<file path="src/rtl/registros_param_if.sv">
// Register bank bus: write port, pointer-update port, two read ports, R0 tap and wrap flag.
interface registros_param_if #(
  parameter int DATA_W = 8,
  parameter int SEL_W  = 3
);
  logic [DATA_W-1:0] Mux_a_Reg;
  logic [SEL_W-1:0]  Sel_W;
  logic              Load_Store;
  logic [SEL_W-1:0]  Sel_RX;
  logic [SEL_W-1:0]  Sel_RY;
  logic              Inc_En;
  logic              Inc_Dec;
  logic [SEL_W-1:0]  Sel_Inc;
  logic [DATA_W-1:0] RX;
  logic [DATA_W-1:0] RY;
  logic [DATA_W-1:0] R0;
  logic              o_Wrap;

  modport master (
    output Mux_a_Reg, Sel_W, Load_Store, Sel_RX, Sel_RY, Inc_En, Inc_Dec, Sel_Inc,
    input  RX, RY, R0, o_Wrap
  );

  modport slave (
    input  Mux_a_Reg, Sel_W, Load_Store, Sel_RX, Sel_RY, Inc_En, Inc_Dec, Sel_Inc,
    output RX, RY, R0, o_Wrap
  );
endinterface

</file>
<file path="src/rtl/registros_param.sv">
// Parametrised register bank with pointer +/-1 port and wrap flag; REGISTROS_WRITE_BYPASS_EN forwards write data to reads.
// Writes/updates land on the next edge, reads are combinational; no backpressure, every request is taken.
module registros_param #(
  parameter int DATA_W   = 8,
  parameter int NUM_REGS = 8,
  parameter int SEL_W    = 3
) (
  input logic              i_Clk,
  input logic              i_Reset,
  registros_param_if.slave bus
);

  logic [DATA_W-1:0] regs_q [NUM_REGS];
  logic [DATA_W-1:0] regs_d [NUM_REGS];
  logic              wrap_q;
  logic              wrap_d;

  logic              wr_hit;
  logic              inc_hit;
  logic [DATA_W-1:0] rx_st;
  logic [DATA_W-1:0] ry_st;
  logic [DATA_W-1:0] inc_cur;
  logic [DATA_W-1:0] inc_nxt;

  always_comb begin
    wr_hit  = bus.Load_Store && (32'(bus.Sel_W) < NUM_REGS);
    // A write to the same register takes priority and suppresses the pointer update.
    inc_hit = bus.Inc_En && (32'(bus.Sel_Inc) < NUM_REGS) &&
              !(wr_hit && (bus.Sel_Inc == bus.Sel_W));

    rx_st   = '0;
    ry_st   = '0;
    inc_cur = '0;
    for (int k = 0; k < NUM_REGS; k++) begin
      if (bus.Sel_RX  == SEL_W'(k)) rx_st   = regs_q[k];
      if (bus.Sel_RY  == SEL_W'(k)) ry_st   = regs_q[k];
      if (bus.Sel_Inc == SEL_W'(k)) inc_cur = regs_q[k];
    end

    inc_nxt = bus.Inc_Dec ? (inc_cur - DATA_W'(1)) : (inc_cur + DATA_W'(1));

    regs_d = regs_q;
    wrap_d = 1'b0;
    for (int k = 0; k < NUM_REGS; k++) begin
      if (inc_hit && (bus.Sel_Inc == SEL_W'(k))) regs_d[k] = inc_nxt;
      if (wr_hit  && (bus.Sel_W   == SEL_W'(k))) regs_d[k] = bus.Mux_a_Reg;
    end
    if (inc_hit) begin
      wrap_d = bus.Inc_Dec ? (inc_cur == '0) : (inc_cur == '1);
    end
  end

  always_ff @(posedge i_Clk) begin
    if (i_Reset) begin
      for (int k = 0; k < NUM_REGS; k++) begin
        regs_q[k] <= '0;
      end
      wrap_q <= 1'b0;
    end else begin
      regs_q <= regs_d;
      wrap_q <= wrap_d;
    end
  end

`ifdef REGISTROS_WRITE_BYPASS_EN
  assign bus.RX = (wr_hit && (bus.Sel_RX == bus.Sel_W)) ? bus.Mux_a_Reg : rx_st;
  assign bus.RY = (wr_hit && (bus.Sel_RY == bus.Sel_W)) ? bus.Mux_a_Reg : ry_st;
  assign bus.R0 = (wr_hit && (bus.Sel_W == '0))        ? bus.Mux_a_Reg : regs_q[0];
`else
  assign bus.RX = rx_st;
  assign bus.RY = ry_st;
  assign bus.R0 = regs_q[0];
`endif

  assign bus.o_Wrap = wrap_q;

endmodule

</file>
<file path="src/flat_wrapper.sv">
// flat-port wrapper written by rule: the top's interface ports become plain ports
module registros_param_flat 
#(
  parameter int DATA_W   = 8,
  parameter int NUM_REGS = 8,
  parameter int SEL_W    = 3
)
  (i_Clk, i_Reset, bus_Mux_a_Reg, bus_Sel_W, bus_Load_Store, bus_Sel_RX, bus_Sel_RY, bus_Inc_En, bus_Inc_Dec, bus_Sel_Inc, bus_RX, bus_RY, bus_R0, bus_o_Wrap);
  registros_param_if #(.DATA_W(DATA_W), .SEL_W(SEL_W)) bus_i ();
  input logic i_Clk;
  input logic i_Reset;
  input wire logic [$bits(bus_i.Mux_a_Reg)-1:0] bus_Mux_a_Reg;
  input wire logic [$bits(bus_i.Sel_W)-1:0] bus_Sel_W;
  input wire logic [$bits(bus_i.Load_Store)-1:0] bus_Load_Store;
  input wire logic [$bits(bus_i.Sel_RX)-1:0] bus_Sel_RX;
  input wire logic [$bits(bus_i.Sel_RY)-1:0] bus_Sel_RY;
  input wire logic [$bits(bus_i.Inc_En)-1:0] bus_Inc_En;
  input wire logic [$bits(bus_i.Inc_Dec)-1:0] bus_Inc_Dec;
  input wire logic [$bits(bus_i.Sel_Inc)-1:0] bus_Sel_Inc;
  output wire logic [$bits(bus_i.RX)-1:0] bus_RX;
  output wire logic [$bits(bus_i.RY)-1:0] bus_RY;
  output wire logic [$bits(bus_i.R0)-1:0] bus_R0;
  output wire logic [$bits(bus_i.o_Wrap)-1:0] bus_o_Wrap;
  assign bus_i.Mux_a_Reg = bus_Mux_a_Reg;
  assign bus_i.Sel_W = bus_Sel_W;
  assign bus_i.Load_Store = bus_Load_Store;
  assign bus_i.Sel_RX = bus_Sel_RX;
  assign bus_i.Sel_RY = bus_Sel_RY;
  assign bus_i.Inc_En = bus_Inc_En;
  assign bus_i.Inc_Dec = bus_Inc_Dec;
  assign bus_i.Sel_Inc = bus_Sel_Inc;
  assign bus_RX = bus_i.RX;
  assign bus_RY = bus_i.RY;
  assign bus_R0 = bus_i.R0;
  assign bus_o_Wrap = bus_i.o_Wrap;
  registros_param #(.DATA_W(DATA_W), .NUM_REGS(NUM_REGS), .SEL_W(SEL_W)) u_core (.i_Clk(i_Clk), .i_Reset(i_Reset), .bus(bus_i));
endmodule
</file>
<file path="config.mk">
export PLATFORM = sky130hd
export DESIGN_NAME = registros_param_flat
export DESIGN_NICKNAME = d
export VERILOG_FILES = /design/src/rtl/registros_param_if.sv /design/src/rtl/registros_param.sv /design/src/flat_wrapper.sv
export SDC_FILE = /design/constraint.sdc
export NUM_CORES = 1
export LEC_CHECK = 0
export CAP_MARGIN = 20
export CORE_UTILIZATION = 53
export CTS_CLUSTER_DIAMETER = 30
export CTS_CLUSTER_SIZE = 28
export DETAILED_ROUTE_END_ITERATION = 12
export MAX_ROUTING_LAYER = met4
export PLACE_DENSITY = 0.78
export SLEW_MARGIN = 25
export SYNTH_ARGS = -nofsm -noshare
export SYNTH_HDL_FRONTEND = slang
export SYNTH_SLANG_ARGS = --single-unit
export TNS_END_PERCENT = 100
</file>
<file path="constraint.sdc">
create_clock -name i_Clk -period 4.1 [get_ports i_Clk]
set_input_delay 0.82 -clock i_Clk [delete_from_list [all_inputs] [get_ports i_Clk]]
set_output_delay 0.82 -clock i_Clk [all_outputs]
set_load 0.02 [all_outputs]
</file>
==> results.ini <==
[die]
core_um2=9730
die_w_um=102
die_h_um=102
start_util=0.547
die_area_um2=10400
rows=36
pin_count=50

[synth]
synth_cells=659
yosysWarnings=0
synth-seq-area-share=0.245
synth_top_flop_cell=dfxtp_1
yosysUniqueCellTypes=60
synth_edf_count=0
synth_seq_cells=65
synth_area_um2=5320
synth_fp_nets=691
avgSynthCellArea_um2=8.07
synthArstFlopShare=0

[global_route]
grt_pass1_wl_um=31900
grt_max_degree=50
grt_overflow=0
antenna_found_initial=0
grtUsageTotal=0.443
first_global_vias=5556

[sta]
finalHoldViolCount=0
slew_violations=0
worst_clock_skew_ns=0.0114
rsz0062_at_grt=false
setup-violations-final=0
setup_tns_ns=0
max_freq_ghz=0.261
period_share=0.934
worst_pin_slew_ns=0.833
relSlewSlack=0.442
period_minus_slack_ns=3.83

[placed_design]
routabilityCongestion=1.14
place_inst=838
hpwl_um=15800
io_buffers=49

[worst_setup_path]
startpoint=bus_Sel_RX[0]
crit_family=buffers and inverters
crit_chain=clkdlybuf4s50_1 > buf_12 > mux2i_1 > nor2_1 > a21oi_1 > o211a_1 > a31oi_1 > a2bb2oi_1 > clkdlybuf4s50_1
cpMaxStageDelayCell=clkdlybuf4s50_1
rr_startpoint=u_core.bus.R0[4]
worst_setup_path_start_kind=input pin
required_ns=3.28
end_kind=output port
timing.critical_path.buf_inv=3
worstPathArrival_ns=3.01
crit_path_max_incr_delay_ns=0.65
worstSetupPathType=in2out
cp_max_fo=26
cp_common_cell=clkdlybuf4s50_1

[drt]
ant_nets=0
via_per_inst=7.01
num_vias=5990
drt-pass1-iter-count=7
initialDrtViolationCount=534
wire_per_inst_um=25.2
wl_um=21500
drc=0

[power_and_ir_drop]
combPwrFrac=0.321
peakVddDrop_v=0.000221
netSwitchingFraction=0.347
p_clk_frac=0.295
pwr-share-seq=0.384
cell_internal_pwr_mw=1.22
p_per_area_nw_per_um2=293
p_leak_nw=2.37
p_sw_mw=0.647

[job]
drv_cap=0

[clocking]
insertion_delay_ns=0.36
numCtsBuffers=9
path_clk_slew_ns=0.06
cts_tree=yes
postCtsHoldBufs=0
cts.sinks=65
root_buffer=clkbuf_8
cts_buffer_depth=2
cts-htree-levels=3

[finish]
syn2layout_area_growth_pct=19.4
final_cells=854
final_layout_size_suffix_gt1_frac=0.173
antennaDiodeCount=0
fillers=885
regArea_um2=1300
multi_input_area_um2=3680
nNetsFinal=748

[min_path]
hold_path_class=reg2reg
min_from=u_core.regs_q[18]

[status]
status=completed

[cells by family after synthesis]
kind of cell / synth area share
AOI/OAI and AO/OA: 0.277
xor gates and xnor gates: 0.00823
adders and majority gates: 0.0179
buffers and inverters: 0.0642
DFF: 0.245
muxes: 0.181
and+or+nand+nor: 0.206
[cell type report]
class	count	area share
Sequential cell	65	0.205
Clock buffer	13	0.0234
Inverter	19	0.0112
Multi-Input combinational cell	518	0.579
Timing Repair Buffer	103	0.149
Clock inverter	3	0.00630
Tap cell	133	0.0262
[sequential cells by signal, summed over array words and instances (netlist names)]
name	count
u_core.bus.o_Wrap	1
u_core.bus.R0	8
u_core.regs_q	56
[routing by layer]
metal | track usage | vias to the layer above | part of all wire
li1 | - | 2622 | -
met1 | 0.566 | 2842 | 0.38
met2 | 0.611 | 416 | 0.42
met3 | 0.103 | 110 | 0.12
met4 | 0.313 | 0 | 0.072
met5 | - | - | 0
[layout by cell type, fill, tap and decap left out, types with 9 or more instances in the layout]
cell             netlist  final
o221a_2               12     12
nor2_1                67     66
nand2_1               71     71
clkdlybuf4s50_1        0     47
a21oi_1               64     64
mux2_2                15     15
buf_4                  9     50
inv_1                 19     19
nor2b_1               10     10
nor3_1                 9      9
nand2b_1              13     13
mux4_2                24     24
dfxtp_1               65     65
clkbuf_8               0     10
o21ai_0               21     21
nand3_1               17     17
a22oi_1               40     40
mux2i_1               24     24
[cells in the mapped netlist, types with 9 or more instances]
master / number / area (µm²)
nor2_1: 67 / 251
dfxtp_1: 65 / 1300
nand2_1: 71 / 267
nor2b_1: 10 / 62.6
mux2_2: 15 / 169
nand3_1: 17 / 85.1
o21ai_0: 21 / 105
buf_4: 9 / 67.6
clkbuf_1: 31 / 116
nand2b_1: 13 / 81.3
o221a_2: 12 / 135
buf_1: 9 / 33.8
mux2i_1: 24 / 240
nor3_1: 9 / 45.0
a22oi_1: 40 / 300
mux4_2: 24 / 541
inv_1: 19 / 71.3
a21oi_1: 64 / 320
[power by group through the flow]
stage          combinational, mW  clock (mW)  sequential, mW
2_1_floorplan              0.373           0           0.703
3_3_place_gp               0.569           0           0.724
3_5_place_dp               0.580           0           0.725
4_1_cts                    0.582       0.549           0.710
5_1_grt                    0.636       0.579           0.716
6_report                   0.598       0.549           0.715
[what timing repair did]
action,in CTS,in global routing
endpoints found under the hold margin,0,0
resized for setup,0,1
setup endpoints to repair,0,2
setup buffers,0,0
[path summary, 6_finish.rpt]
path                                          end  slack (ns)  cells past startpoint
worst max-delay path                    bus_RX[2]        0.27                      9
worst min-delay path            u_core.regs_q[18]        0.51                      2
worst max register to register  u_core.regs_q[31]        1.14                      9
worst min register to register  u_core.regs_q[18]        0.51                      2
[metrics by stage]
stage	power, mW	hold WS, ns	area [µm²]	setup WS, ns	util
3_5_place_dp	1.30	0.488	6160	0.0343	0.633
5_1_grt	1.93	0.533	6350	0.139	0.653
2_1_floorplan	1.08	0.440	5320	0.128	-
3_3_place_gp	1.29	0.478	6160	0.161	0.633
6_report	1.86	0.509	6350	0.270	0.653
4_1_cts	1.84	0.502	6350	0.0342	0.653
[worst reg2reg max path: stages, from the launching register on]
cell and delay [ns]:
dfxtp_1 0.46, mux2_2 0.20, o21ai_0 0.09, a21oi_1 0.32, ha_1 0.37, a21o_1 0.22, a31oi_1 0.23, o221ai_1 0.29
or4_1 0.57, o211ai_1 0.12
(Power assumes the default switching activity.)
